$ cat config.mk
export PLATFORM = sky130hd
export DESIGN_NAME = eth_rx_slot_ctrl_flat
export DESIGN_NICKNAME = d
export VERILOG_FILES = /design/src/rtl/eth_rx_slot_ctrl_pkg.sv /design/src/rtl/eth_rx_slot_ctrl_if.sv /design/src/rtl/eth_rx_slot_ctrl_ring.sv /design/src/rtl/eth_rx_slot_ctrl.sv /design/src/flat_wrapper.sv
export SDC_FILE = /design/constraint.sdc
export NUM_CORES = 1
export LEC_CHECK = 0
export ABC_CLOCK_PERIOD_IN_PS = 3800
export CAP_MARGIN = 10
export CORE_ASPECT_RATIO = 0.9
export CORE_MARGIN = 4
export CORE_UTILIZATION = 54
export DETAILED_ROUTE_END_ITERATION = 8
export PLACE_DENSITY = 0.78
export SYNTH_ARGS = -nofsm -noshare
export SYNTH_HDL_FRONTEND = slang
export SYNTH_SLANG_ARGS = --single-unit
$ cat constraint.sdc
create_clock -name clk -period 3.8 [get_ports clk]
set_input_delay 0.38 -clock clk [delete_from_list [all_inputs] [get_ports clk]]
set_output_delay 0.38 -clock clk [all_outputs]
set_load 0.02 [all_outputs]
$ cat src/rtl/eth_rx_slot_ctrl_pkg.sv
// Shared types and width helpers for the Ethernet RX slot controller.
package eth_rx_slot_ctrl_pkg;

  localparam int unsigned ETH_LEN_W = 16;

  typedef enum logic [1:0] {
    StIdle,
    StRecv,
    StDrop
  } rx_state_e;

  // Offset counter needs one extra bit so it can hold the full slot size (oversize marker).
  function automatic int unsigned off_w(input int unsigned log2_slot_bytes);
    return log2_slot_bytes + 1;
  endfunction

  function automatic int unsigned slot_w(input int unsigned log2_slots);
    return log2_slots;
  endfunction

endpackage

$ cat src/rtl/eth_rx_slot_ctrl_if.sv
// MAC byte stream, RX RAM write port and host-side frame status of the RX slot controller.
interface eth_rx_slot_ctrl_if #(
  parameter int unsigned LOG2_SLOTS      = 2,
  parameter int unsigned LOG2_SLOT_BYTES = 11
);
  localparam int unsigned AW = LOG2_SLOTS + LOG2_SLOT_BYTES;

  logic                  rx_valid;
  logic                  rx_sof;
  logic                  rx_eof;
  logic                  rx_err;
  logic [7:0]            rx_data;
  logic                  mem_we;
  logic [AW-1:0]         mem_waddr;
  logic [7:0]            mem_wdata;
  logic                  rd_avail;
  logic [LOG2_SLOTS-1:0] rd_slot;
  logic [15:0]           rd_len;
  logic                  rd_release;
  logic [LOG2_SLOTS:0]   pending;
  logic [15:0]           n_discard;
  logic                  irq_en;
  logic                  irq;

  modport master (
    output rx_valid, rx_sof, rx_eof, rx_err, rx_data, rd_release, irq_en,
    input  mem_we, mem_waddr, mem_wdata, rd_avail, rd_slot, rd_len, pending, n_discard, irq
  );

  modport slave (
    input  rx_valid, rx_sof, rx_eof, rx_err, rx_data, rd_release, irq_en,
    output mem_we, mem_waddr, mem_wdata, rd_avail, rd_slot, rd_len, pending, n_discard, irq
  );
endinterface

$ cat src/rtl/eth_rx_slot_ctrl_ring.sv
// Slot ring bookkeeping: write/read pointers, pending count and per-slot frame lengths.
module eth_rx_slot_ctrl_ring
  import eth_rx_slot_ctrl_pkg::*;
#(
  parameter int unsigned LOG2_SLOTS = 2
) (
  input  logic                  clk_i,
  input  logic                  rst_i,
  input  logic                  commit_i,
  input  logic [ETH_LEN_W-1:0]  commit_len_i,
  input  logic                  release_i,
  output logic [LOG2_SLOTS-1:0] wr_ptr_o,
  output logic                  rd_avail_o,
  output logic [LOG2_SLOTS-1:0] rd_slot_o,
  output logic [ETH_LEN_W-1:0]  rd_len_o,
  output logic [LOG2_SLOTS:0]   pending_o
);
  localparam int unsigned NumSlots = 2 ** LOG2_SLOTS;

  logic [LOG2_SLOTS-1:0] wr_ptr_q, wr_ptr_d, rd_ptr_q, rd_ptr_d;
  logic [LOG2_SLOTS:0]   pending_q, pending_d;
  logic [ETH_LEN_W-1:0]  len_q [NumSlots];
  logic [ETH_LEN_W-1:0]  len_d [NumSlots];
  logic                  rel_ok;

  assign rel_ok = release_i && (pending_q != '0);

  always_comb begin
    wr_ptr_d  = wr_ptr_q;
    rd_ptr_d  = rd_ptr_q;
    pending_d = pending_q;
    len_d     = len_q;
    if (commit_i) begin
      wr_ptr_d        = wr_ptr_q + 1'b1;
      len_d[wr_ptr_q] = commit_len_i;
    end
    if (rel_ok) rd_ptr_d = rd_ptr_q + 1'b1;
    // Simultaneous commit and release leave the count untouched.
    case ({commit_i, rel_ok})
      2'b10:   pending_d = pending_q + 1'b1;
      2'b01:   pending_d = pending_q - 1'b1;
      default: pending_d = pending_q;
    endcase
  end

  always_ff @(posedge clk_i or posedge rst_i) begin
    if (rst_i) begin
      wr_ptr_q  <= '0;
      rd_ptr_q  <= '0;
      pending_q <= '0;
      for (int i = 0; i < NumSlots; i++) len_q[i] <= '0;
    end else begin
      wr_ptr_q  <= wr_ptr_d;
      rd_ptr_q  <= rd_ptr_d;
      pending_q <= pending_d;
      len_q     <= len_d;
    end
  end

  assign wr_ptr_o   = wr_ptr_q;
  assign rd_avail_o = (pending_q != '0);
  assign rd_slot_o  = rd_ptr_q;
  assign rd_len_o   = rd_avail_o ? len_q[rd_ptr_q] : '0;
  assign pending_o  = pending_q;

endmodule

$ cat src/rtl/eth_rx_slot_ctrl.sv
// Ethernet RX slot controller: frame FSM, registered RAM write port, discard counter.
module eth_rx_slot_ctrl
  import eth_rx_slot_ctrl_pkg::*;
#(
  parameter int unsigned LOG2_SLOTS      = 2,
  parameter int unsigned LOG2_SLOT_BYTES = 11
) (
  input logic               clk,
  input logic               rst,
  eth_rx_slot_ctrl_if.slave bus
);
  localparam int unsigned AW = LOG2_SLOTS + LOG2_SLOT_BYTES;
  localparam int unsigned OW = off_w(LOG2_SLOT_BYTES);
  localparam int unsigned SW = slot_w(LOG2_SLOTS);
  localparam logic [OW-1:0] OffFull  = OW'(2 ** LOG2_SLOT_BYTES);
  localparam logic [SW:0]   NumSlots = (SW + 1)'(2 ** LOG2_SLOTS);

  rx_state_e            state_q, state_d;
  logic [OW-1:0]        off_q, off_d, wr_off;
  logic [SW-1:0]        slot_q, slot_d, wr_sel, wr_slot, wr_ptr;
  logic                 mem_we_q, mem_we_d;
  logic [AW-1:0]        mem_waddr_q, mem_waddr_d;
  logic [7:0]           mem_wdata_q, mem_wdata_d;
  logic                 commit_q, commit_d;
  logic [ETH_LEN_W-1:0] commit_len_q, commit_len_d;
  logic [ETH_LEN_W-1:0] disc_q, disc_d;
  logic [SW:0]          pending, occupied;
  logic                 rd_avail, wr_en, disc_inc, full;

  // A commit still in flight already owns wr_ptr, so new frames start one slot further on.
  assign wr_slot  = commit_q ? wr_ptr + 1'b1 : wr_ptr;
  assign occupied = pending + {{SW{1'b0}}, commit_q};
  assign full     = (occupied == NumSlots);

  always_ff @(posedge clk or posedge rst) begin
    if (rst) state_q <= StIdle;
    else     state_q <= state_d;
  end

  always_comb begin
    state_d = state_q;
    unique case (state_q)
      StIdle: begin
        if (!bus.rx_err && bus.rx_valid && bus.rx_sof && !bus.rx_eof) begin
          state_d = full ? StDrop : StRecv;
        end
      end
      StRecv: begin
        if (bus.rx_err || (bus.rx_valid && bus.rx_eof)) state_d = StIdle;
        else if (bus.rx_valid && !bus.rx_sof && off_q == OffFull) state_d = StDrop;
      end
      StDrop: begin
        if (bus.rx_err || (bus.rx_valid && bus.rx_eof)) state_d = StIdle;
      end
      default: state_d = StIdle;
    endcase
  end

  always_comb begin
    wr_en        = 1'b0;
    wr_sel       = slot_q;
    wr_off       = '0;
    slot_d       = slot_q;
    off_d        = off_q;
    commit_d     = 1'b0;
    commit_len_d = commit_len_q;
    disc_inc     = 1'b0;
    unique case (state_q)
      StIdle: begin
        if (bus.rx_valid && bus.rx_sof) begin
          if (bus.rx_err || full) begin
            disc_inc = 1'b1;
          end else begin
            wr_en        = 1'b1;
            wr_sel       = wr_slot;
            slot_d       = wr_slot;
            off_d        = OW'(1);
            commit_d     = bus.rx_eof;
            commit_len_d = ETH_LEN_W'(1);
          end
        end
      end
      StRecv: begin
        if (bus.rx_err) begin
          disc_inc = 1'b1;
        end else if (bus.rx_valid) begin
          if (bus.rx_sof) begin
            disc_inc     = 1'b1;
            wr_en        = 1'b1;
            off_d        = OW'(1);
            commit_d     = bus.rx_eof;
            commit_len_d = ETH_LEN_W'(1);
          end else if (off_q == OffFull) begin
            disc_inc = 1'b1;
          end else begin
            wr_en        = 1'b1;
            wr_off       = off_q;
            off_d        = off_q + 1'b1;
            commit_d     = bus.rx_eof;
            commit_len_d = ETH_LEN_W'(off_q) + 1'b1;
          end
        end
      end
      default: ;
    endcase
    mem_we_d    = wr_en;
    mem_waddr_d = wr_en ? {wr_sel, wr_off[LOG2_SLOT_BYTES-1:0]} : mem_waddr_q;
    mem_wdata_d = wr_en ? bus.rx_data : mem_wdata_q;
    disc_d      = (disc_inc && disc_q != '1) ? disc_q + 1'b1 : disc_q;
  end

  always_ff @(posedge clk or posedge rst) begin
    if (rst) begin
      off_q        <= '0;
      slot_q       <= '0;
      mem_we_q     <= 1'b0;
      mem_waddr_q  <= '0;
      mem_wdata_q  <= '0;
      commit_q     <= 1'b0;
      commit_len_q <= '0;
      disc_q       <= '0;
    end else begin
      off_q        <= off_d;
      slot_q       <= slot_d;
      mem_we_q     <= mem_we_d;
      mem_waddr_q  <= mem_waddr_d;
      mem_wdata_q  <= mem_wdata_d;
      commit_q     <= commit_d;
      commit_len_q <= commit_len_d;
      disc_q       <= disc_d;
    end
  end

  eth_rx_slot_ctrl_ring #(
    .LOG2_SLOTS(LOG2_SLOTS)
  ) u_ring (
    .clk_i       (clk),
    .rst_i       (rst),
    .commit_i    (commit_q),
    .commit_len_i(commit_len_q),
    .release_i   (bus.rd_release),
    .wr_ptr_o    (wr_ptr),
    .rd_avail_o  (rd_avail),
    .rd_slot_o   (bus.rd_slot),
    .rd_len_o    (bus.rd_len),
    .pending_o   (pending)
  );

  assign bus.mem_we    = mem_we_q;
  assign bus.mem_waddr = mem_waddr_q;
  assign bus.mem_wdata = mem_wdata_q;
  assign bus.rd_avail  = rd_avail;
  assign bus.pending   = pending;
  assign bus.n_discard = disc_q;
  assign bus.irq       = bus.irq_en && rd_avail;

endmodule

$ cat src/flat_wrapper.sv
// flat-port wrapper written by rule: the top's interface ports become plain ports
module eth_rx_slot_ctrl_flat import eth_rx_slot_ctrl_pkg::*;
#(
  parameter int unsigned LOG2_SLOTS      = 2,
  parameter int unsigned LOG2_SLOT_BYTES = 11
)
  (clk, rst, bus_rx_valid, bus_rx_sof, bus_rx_eof, bus_rx_err, bus_rx_data, bus_rd_release, bus_irq_en, bus_mem_we, bus_mem_waddr, bus_mem_wdata, bus_rd_avail, bus_rd_slot, bus_rd_len, bus_pending, bus_n_discard, bus_irq);
  eth_rx_slot_ctrl_if #(.LOG2_SLOTS(LOG2_SLOTS), .LOG2_SLOT_BYTES(LOG2_SLOT_BYTES)) bus_i ();
  input logic clk;
  input logic rst;
  input wire logic [$bits(bus_i.rx_valid)-1:0] bus_rx_valid;
  input wire logic [$bits(bus_i.rx_sof)-1:0] bus_rx_sof;
  input wire logic [$bits(bus_i.rx_eof)-1:0] bus_rx_eof;
  input wire logic [$bits(bus_i.rx_err)-1:0] bus_rx_err;
  input wire logic [$bits(bus_i.rx_data)-1:0] bus_rx_data;
  input wire logic [$bits(bus_i.rd_release)-1:0] bus_rd_release;
  input wire logic [$bits(bus_i.irq_en)-1:0] bus_irq_en;
  output wire logic [$bits(bus_i.mem_we)-1:0] bus_mem_we;
  output wire logic [$bits(bus_i.mem_waddr)-1:0] bus_mem_waddr;
  output wire logic [$bits(bus_i.mem_wdata)-1:0] bus_mem_wdata;
  output wire logic [$bits(bus_i.rd_avail)-1:0] bus_rd_avail;
  output wire logic [$bits(bus_i.rd_slot)-1:0] bus_rd_slot;
  output wire logic [$bits(bus_i.rd_len)-1:0] bus_rd_len;
  output wire logic [$bits(bus_i.pending)-1:0] bus_pending;
  output wire logic [$bits(bus_i.n_discard)-1:0] bus_n_discard;
  output wire logic [$bits(bus_i.irq)-1:0] bus_irq;
  assign bus_i.rx_valid = bus_rx_valid;
  assign bus_i.rx_sof = bus_rx_sof;
  assign bus_i.rx_eof = bus_rx_eof;
  assign bus_i.rx_err = bus_rx_err;
  assign bus_i.rx_data = bus_rx_data;
  assign bus_i.rd_release = bus_rd_release;
  assign bus_i.irq_en = bus_irq_en;
  assign bus_mem_we = bus_i.mem_we;
  assign bus_mem_waddr = bus_i.mem_waddr;
  assign bus_mem_wdata = bus_i.mem_wdata;
  assign bus_rd_avail = bus_i.rd_avail;
  assign bus_rd_slot = bus_i.rd_slot;
  assign bus_rd_len = bus_i.rd_len;
  assign bus_pending = bus_i.pending;
  assign bus_n_discard = bus_i.n_discard;
  assign bus_irq = bus_i.irq;
  eth_rx_slot_ctrl #(.LOG2_SLOTS(LOG2_SLOTS), .LOG2_SLOT_BYTES(LOG2_SLOT_BYTES)) u_core (.clk(clk), .rst(rst), .bus(bus_i));
endmodule
==> metrics <==
fin cells around 650; CTS tree done; Starting DRT DRC Count 263; final slew viol count 0; Period Utilization, post-route between 80 and 90%; Yosys warnings 0; Comb pwr share approximately a quarter; Seq/Total Area, Yosys a little over half; kind of cell adding the most delay to the critical path simple AND/OR/NAND/NOR gates; clock power share between 30% and 40%; GP Congestion between 0.8 and 0.9; Total GRT Usage a little over a fifth; row cnt 34; power per cell area roughly 650 nW/um2; initial antenna violation count 0; power after layout around 4.4 mW; pre-CTS WS roughly 0.78 ns; PostCTS Resize Cnt 0; Setup Viol. Count Final 0; Vias per Instance 5.72; Slew @ Worst Pin 1.12 ns; CP startpoint kind flop; IO Count a little under 80; Final Hold Vio Count 0; min Tclk post-route about 3.1 ns; Max stage delay cell, worst path a31oi_4; layout cell share with drive strength beyond 1 about a fifth; initial core utilization 55.3%; share of the synthesized area in the top cell type 53.9%; Worst-Skew Late Latency between 0.5 and 0.6 ns; post-synth top area cell dfrtp_1; DRC Markers 0; post-detailed-route wirelength per cell between 15 and 20 um; IO Port Bufs 73; Worst Setup Path Type reg2reg; total gr overflow 0; most frequent cells in the layout dfrtp_1 (115), clkdlybuf4s50_1 (73), mux2_2 (52); CP arrival 3.49 ns; NumNets Final between 500 and 600; CTS sink cnt 115; status finished clean; Netlist cell types 45; CTS Buf Count 17; setup_tns 0 ns; final core utilization between 70 and 80%; critical path data required time 4.22 ns; sequential share of power 36.8%; RSZ-0062 raised after global routing no; slowest stage delay, CP 0.61 ns; Post-CTS Setup Inserts 0; Area growth syn-to-layout 27.0%; largest net degree at the start of global routing 100; reported net switching power approximately 1.3 mW; core area approximately 9700 um2; commonest non-fill, non-tap cell in the layout dfrtp_1; ys flop type dfrtp_1; synthesized cell area 5340 um2; Die ar. around 12000 um2; placed cell count a little over 600; Via Count about 3700; diode count 0; Top cell by count, worst path o21ai_0; total of max-cap violations 0; Routed WL between 10000 and 15000 um; top post-synthesis cells by area dfrtp_1 (54%), mux2_2 (11%), mux4_2 (5.5%); hold_buf cts 0; CP Max Fanout 21; Layout Skew 0.00796 ns; f_max 326 MHz; TritonRoute pass-1 iters 4; first-pass GRT wire length a little under 20000 um; H-tree depth 4; Die Ht around 100 um; CTS Root Cell clkbuf_8; Pint approximately 3.1 mW; Synth Register Bits around 120; Peak VDD IR ~0.49 mV; ys async rst share between 90% and 100%; CTS Buffer Depth 2; Setup crit end kind flop; reported leakage power 3.12 nW; synthesized area per cell 12.2 um2; post-route ant nets 0; setup ws final 0.734 ns; overall die width roughly 110 um; hold crit path type in2async; Clk pin slew, worst setup/hold paths 0.06 ns; dpl hpwl ~7500 um; crit path cell chain inv_1 -> ha_1 -> or4bb_1 -> or4_4 -> a31oi_4 -> buf_4 -> o21ai_0 -> o21ai_0; Worst Path Buf+Inv 2; Post-Synthesis Cells between 400 and 500; Rel. slew slack about a quarter; vias in the first global route 3873; Post-synth EDFFs 0; switch share 28.7%
-- area by class of cell --
type	instances	area, um2
Clock buffer	20	435
Timing Repair Buffer	77	773
Fill cell	690	2880
Sequential cell	115	2880
Tap cell	126	158
Multi-Input combinational cell	284	2270
Inverter	13	51.3
Clock inverter	11	208
-- power groups by stage --
stage | registers, mW | clock network, mW | logic [mW]
3_3_place_gp | 1.62 | 0 | 1.01
5_1_grt | 1.64 | 1.83 | 1.12
4_1_cts | 1.62 | 1.76 | 1.04
2_1_floorplan | 1.68 | 0 | 0.544
6_report | 1.61 | 1.74 | 1.03
3_5_place_dp | 1.62 | 0 | 1.03
-- worst paths after layout --
check	startpoint	end	slack (ns)	cells after the start
min in group clk	bus_rx_data[1]	u_core.bus.mem_wdata[1]	0.45	2
min reg2reg	u_core.u_ring.len_q[0]	u_core.u_ring.len_q[0]	0.49	2
max	u_core.off_q[0]	u_core.off_q[2]	0.73	8
max reg2reg	u_core.off_q[0]	u_core.off_q[2]	0.73	8
max in group asynchronous	rst	u_core.u_ring.len_q[7]	2.89	3
min	rst	u_core.bus.n_discard[1]	0.14	2
-- metal layers --
metal  track usage, %  vias to the layer above  share of wire (%)
li1                 -                     1696                  -
met1             26.8                     1865                 43
met2             35.8                      117                 49
met3             7.28                       18                6.3
met4             7.39                        0                1.4
met5                0                        -                  0
-- sequential cells by signal (all words and copies together), names as in the netlist --
signal                   cells
u_core.bus.mem_waddr        13
u_core.bus.mem_wdata         8
u_core.bus.mem_we            1
u_core.bus.n_discard        16
u_core.commit_len_q          2
u_core.commit_q              1
u_core.off_q                11
u_core.slot_q                2
u_core.state_q               2
u_core.u_ring.len_q         52
u_core.u_ring.pending_o      3
u_core.u_ring.rd_slot_o      2
u_core.u_ring.wr_ptr_o       2
-- kinds of logic (layout without fill, tap and decap cells) --
family | after synthesis | count (layout) | synth area share, %
compound gates | 55 | 55 | 6.82
xor+xnor | 22 | 22 | 3.61
fa+ha+maj | 11 | 11 | 2.72
buf+inv | 42 | 121 | 3.59
flops | 115 | 115 | 53.9
mux | 68 | 68 | 17.0
other cells | 1 | 3 | 0.0703
simple gates | 125 | 125 | 12.2
-- stage by stage --
step,hold WS [ns],area [um2]
global placement,0.459,6130
detailed placement,0.469,6130
finish,0.141,6780
floorplan,0.445,5340
CTS,0.130,6780
global route,0.145,6780
-- synthesized netlist by cell type (4+ instances only) --
| master | number |
|---|---|
| nor4_1 | 7 |
| nand2_1 | 35 |
| o21ai_0 | 28 |
| xor2_1 | 19 |
| nor3_1 | 11 |
| nand3_1 | 14 |
| mux4_2 | 13 |
| nand4_1 | 4 |
| inv_1 | 13 |
| nor2_1 | 15 |
| buf_4 | 4 |
| a22o_1 | 12 |
| ha_1 | 10 |
| clkbuf_1 | 18 |
| and3_1 | 5 |
| mux2_2 | 52 |
| dfrtp_1 | 115 |
| and2_1 | 16 |
No activity file was read; power rests on OpenSTA's default activity.
